===== src/rtl/collision_checker_rect_overlap.sv =====
// rtl/collision_checker_rect_overlap.sv - combinational strict-overlap test of two absolute rectangles
module rect_overlap #(
    parameter int COORD_W = 12
) (
    input  logic signed [COORD_W-1:0] a_x,
    input  logic signed [COORD_W-1:0] a_y,
    input  logic signed [COORD_W-1:0] a_w,
    input  logic signed [COORD_W-1:0] a_h,
    input  logic signed [COORD_W-1:0] b_x,
    input  logic signed [COORD_W-1:0] b_y,
    input  logic signed [COORD_W-1:0] b_w,
    input  logic signed [COORD_W-1:0] b_h,
    output logic                      overlap
);

    logic a_empty;
    logic b_empty;

    assign a_empty = (a_w == '0) || (a_h == '0);
    assign b_empty = (b_w == '0) || (b_h == '0);

    // Strict compares: rectangles that only share an edge are not a collision.
    assign overlap = !a_empty && !b_empty
                   && (a_x < b_x + b_w) && (b_x < a_x + a_w)
                   && (a_y < b_y + b_h) && (b_y < a_y + a_h);

endmodule


===== config.mk =====
export PLATFORM = sky130hd
export DESIGN_NAME = rect_overlap
export DESIGN_NICKNAME = d
export VERILOG_FILES = /design/src/rtl/collision_checker_rect_overlap.sv
export SDC_FILE = /design/constraint.sdc
export NUM_CORES = 1
export LEC_CHECK = 0
export ABC_AREA = 1
export ABC_CLOCK_PERIOD_IN_PS = 3300
export CAP_MARGIN = 40
export CORE_MARGIN = 8
export CORE_UTILIZATION = 46
export DETAILED_ROUTE_END_ITERATION = 10
export PLACE_DENSITY = 0.85
export SLEW_MARGIN = 10
export SYNTH_ARGS = -nofsm -noshare
export SYNTH_HDL_FRONTEND = slang
export SYNTH_SLANG_ARGS = --single-unit

===== constraint.sdc =====
create_clock -name vclk -period 3.3
set_input_delay 0.495 -clock vclk [all_inputs]
set_output_delay 0.495 -clock vclk [all_outputs]
set_load 0.01 [all_outputs]

==> results.py <==
metrics = {
    "outcome": {
        "status": "complete, but fails checks",
        "violated_checks": "negative setup slack",
    },
    "synth": {
        "synth_largest_area_cell": "ha_1",
        "netlist-cell-type-count": 31,
        "synth.yosys.seq_area_share": 0,
        "yosysTopAreaCellShare": 0.3321,
        "synth_common_cells": "nand2_1 (141), ha_1 (88), inv_1 (59)",
        "synth_cells": 526,
        "yosysWarningCount": 0,
        "syn_area_sq_um": 3316,
        "netlist_top_cells_area": "ha_1 (33%), nand2_1 (16%), xor2_1 (8.5%), a21oi_1 (7.1%), inv_1 (6.7%)",
        "synthMostInstantiatedCell": "nand2_1",
        "postSynthAreaPerCell_sq_um": 6.304,
        "synth_nets": 714,
    },
    "final_layout": {
        "layout.cells.non_filler": 867,
        "numSequentialCells": 0,
        "n_clock_buffer": 0,
        "fillCellCount": 324,
        "finalNetCount": 958,
        "post_route_cells_drive_above_1_share": 0.4453,
        "area.sequential_sq_um": 0,
        "flow.area_growth_from_synthesis_pct": 91.47,
        "multi_input_area_sq_um": 4046,
        "diodes": 0,
    },
    "timing": {
        "clock.fmax_mhz": 271.3,
        "slack_of_the_critical_path_ps": -385.5,
        "timing.final.crit_period_ps": 3686,
        "finalCritPeriodShare": 1.117,
        "grt_setup_unrepaired": "true",
        "finalSetupViolCount": 1,
        "finalHoldViolCount": 0,
        "maxSlewViolCount": 0,
        "tightestPinTransition_ps": 310.9,
        "final_worst_hold_slack_ps": 1811,
        "worst_slew_margin_rel": 0.7913,
    },
    "place": {
        "port_buffers": 97,
        "dp_worst_setup_slack_ps": -1174,
        "place_inst": 844,
        "post-dp-hpwl_um": 10420,
        "place.gp.congestion": 0.9132,
    },
    "floorplanning": {
        "boundaryPins": 97,
        "floorplan.rows": 31,
        "initial_utilization": 0.4671,
        "die_width_um": 100.9,
        "design.core.area_sq_um": 7098,
        "height_of_the_chip_um": 100.9,
        "die-area_sq_um": 10180,
    },
    "power": {
        "power.share.switching": 0.5261,
        "internal_power_w": 0.0006948,
        "net_switching_component_of_the_power_w": 0.0007713,
        "p_total_w": 0.001466,
        "powerDensity_nw_per_um2": 230.9,
        "p_leak_nw": 3.136,
        "vdd_drop_max_mv": 0.1379,
        "share_comb_of_total_power": 1.000,
        "power.share.sequential": 0,
        "power.clock.fraction": 0,
    },
    "worst_setup_path": {
        "critPathSlowestCell": "ha_4",
        "buffer_and_inverter_count_on_the_worst_path": 2,
        "crit_path_start_kind": "input pin",
        "critical_path_depth": 19,
        "worst_path_dominant_cell_family": "simple AND/OR/NAND/NOR gates",
        "worstPathArrival_ps": 3190,
        "crit_path_frequent_cell": "nand3_2",
        "timing.setup.critical_path_class": "in -> out",
        "critical_path.endpoint_type": "primary output",
        "worst-endpoint-required_ps": 2800,
        "timing.critical_path.fanout_max": 3,
        "critPathMaxStageDelay_ps": 360,
        "list_of_cells_traversed_by_the_critical_path": "clkdlybuf4s15_1 -> ha_4 -> nand2_4 -> nor3_4 -> nand3_2 -> nand3_4 -> xor2_2 -> ha_1 -> nand2_2 -> nor2_4 -> nand2_4 -> nor2_4 -> nand2_2 -> nand3_2 -> nand2_1 -> nor2_2 -> nand3_2 -> nor2_1 -> buf_2",
    },
    "drt": {
        "vias": 4940,
        "avgViaCountPerCell": 5.698,
        "remaining_drc_errors": 0,
        "drt.antenna.violating_nets": 0,
        "drt-wirelength-per-cell_um": 19.33,
        "sum_of_routed_wire_length_over_all_layers_um": 16760,
        "drc_marker_count_from_the_first_detailed_route_iteration": 277,
        "drt_pre_antenna_iters": 5,
    },
    "global_routing": {
        "grt_overflow": 0,
        "first_global_vias": 5383,
        "global_route.usage.total": 0.2986,
        "grt_max_degree": 6,
        "antenna_found_initial": 0,
        "first_pass_grt_wire_length_um": 24820,
    },
    "clock_network": {
        "cts-hold-fix-buffers": 0,
    },
    "hold_path": {
        "count_of_cells_along_the_worst_hold_path": 10,
        "hp-class": "in -> out",
    },
    "flow_run": {
        "max-cap-violations": 0,
    },
}
cells by family (layout without fill, tap and decap cells):
family,after synthesis,after routing,synth area share
adder cells (fa/ha/maj),92,92,0.3562
XOR/XNOR,41,41,0.1083
buffers and inverters,62,304,0.07019
AO/OA/AOI/OAI,88,88,0.1596
AND/OR/NAND/NOR,243,243,0.3057
routing by layer:
layer	vias to the layer above	wire length (um)	global-route usage
li1	2245	-	-
met1	2267	5955	0.2970
met2	315	8391	0.5746
met3	113	1116	0.03867
met4	0	1299	0.1764
met5	-	0	0
cell usage in the layout, fill, tap and decap left out, types with 18 or more instances in the layout:
cell type and n:
a21oi_1 24, a21oi_2 20, buf_4 141, dlygate4sd2_1 35
ha_1 50, ha_4 38, inv_1 52, nand2_1 122
nand2_2 18, nor2_1 41, xor2_1 30
through the flow:
| stage | setup TNS [ps] | cell area, sq um | utilization |
|---|---|---|---|
| finish | -385.5 | 6349 | 0.8944 |
| global route | -577.8 | 6349 | 0.8944 |
| CTS | -211.1 | 6046 | 0.8518 |
| detailed placement | -1174 | 5326 | 0.7504 |
| global placement | -1084 | 5326 | 0.7504 |
| floorplan | 0 | 3316 | - |
power by group through the flow:
stage	Sequential [W]	Clock, W	Combinational [W]
after floorplan	0	0	0.000607
after global placement	0	0	0.00103
after detailed placement	0	0	0.00109
after CTS	0	0	0.00125
after global routing	0	0	0.00158
final	0	0	0.00147
layout make-up:
cell class / instances / area share
inverters: 62 / 0.03705
multi-input cells: 464 / 0.6374
well taps: 99 / 0.01951
repair buffers: 242 / 0.3061
repair_timing:
action,in CTS,in global routing
endpoints found under the setup margin,1,1
pin swaps,114,65
endpoints found under the hold margin,0,0
gates resized for setup,296,81
setup buffers,17,6
final timing paths:
check,startpoint,to
min,b_h[9],overlap
max,b_w[7],overlap
(Power assumes the default switching activity.)
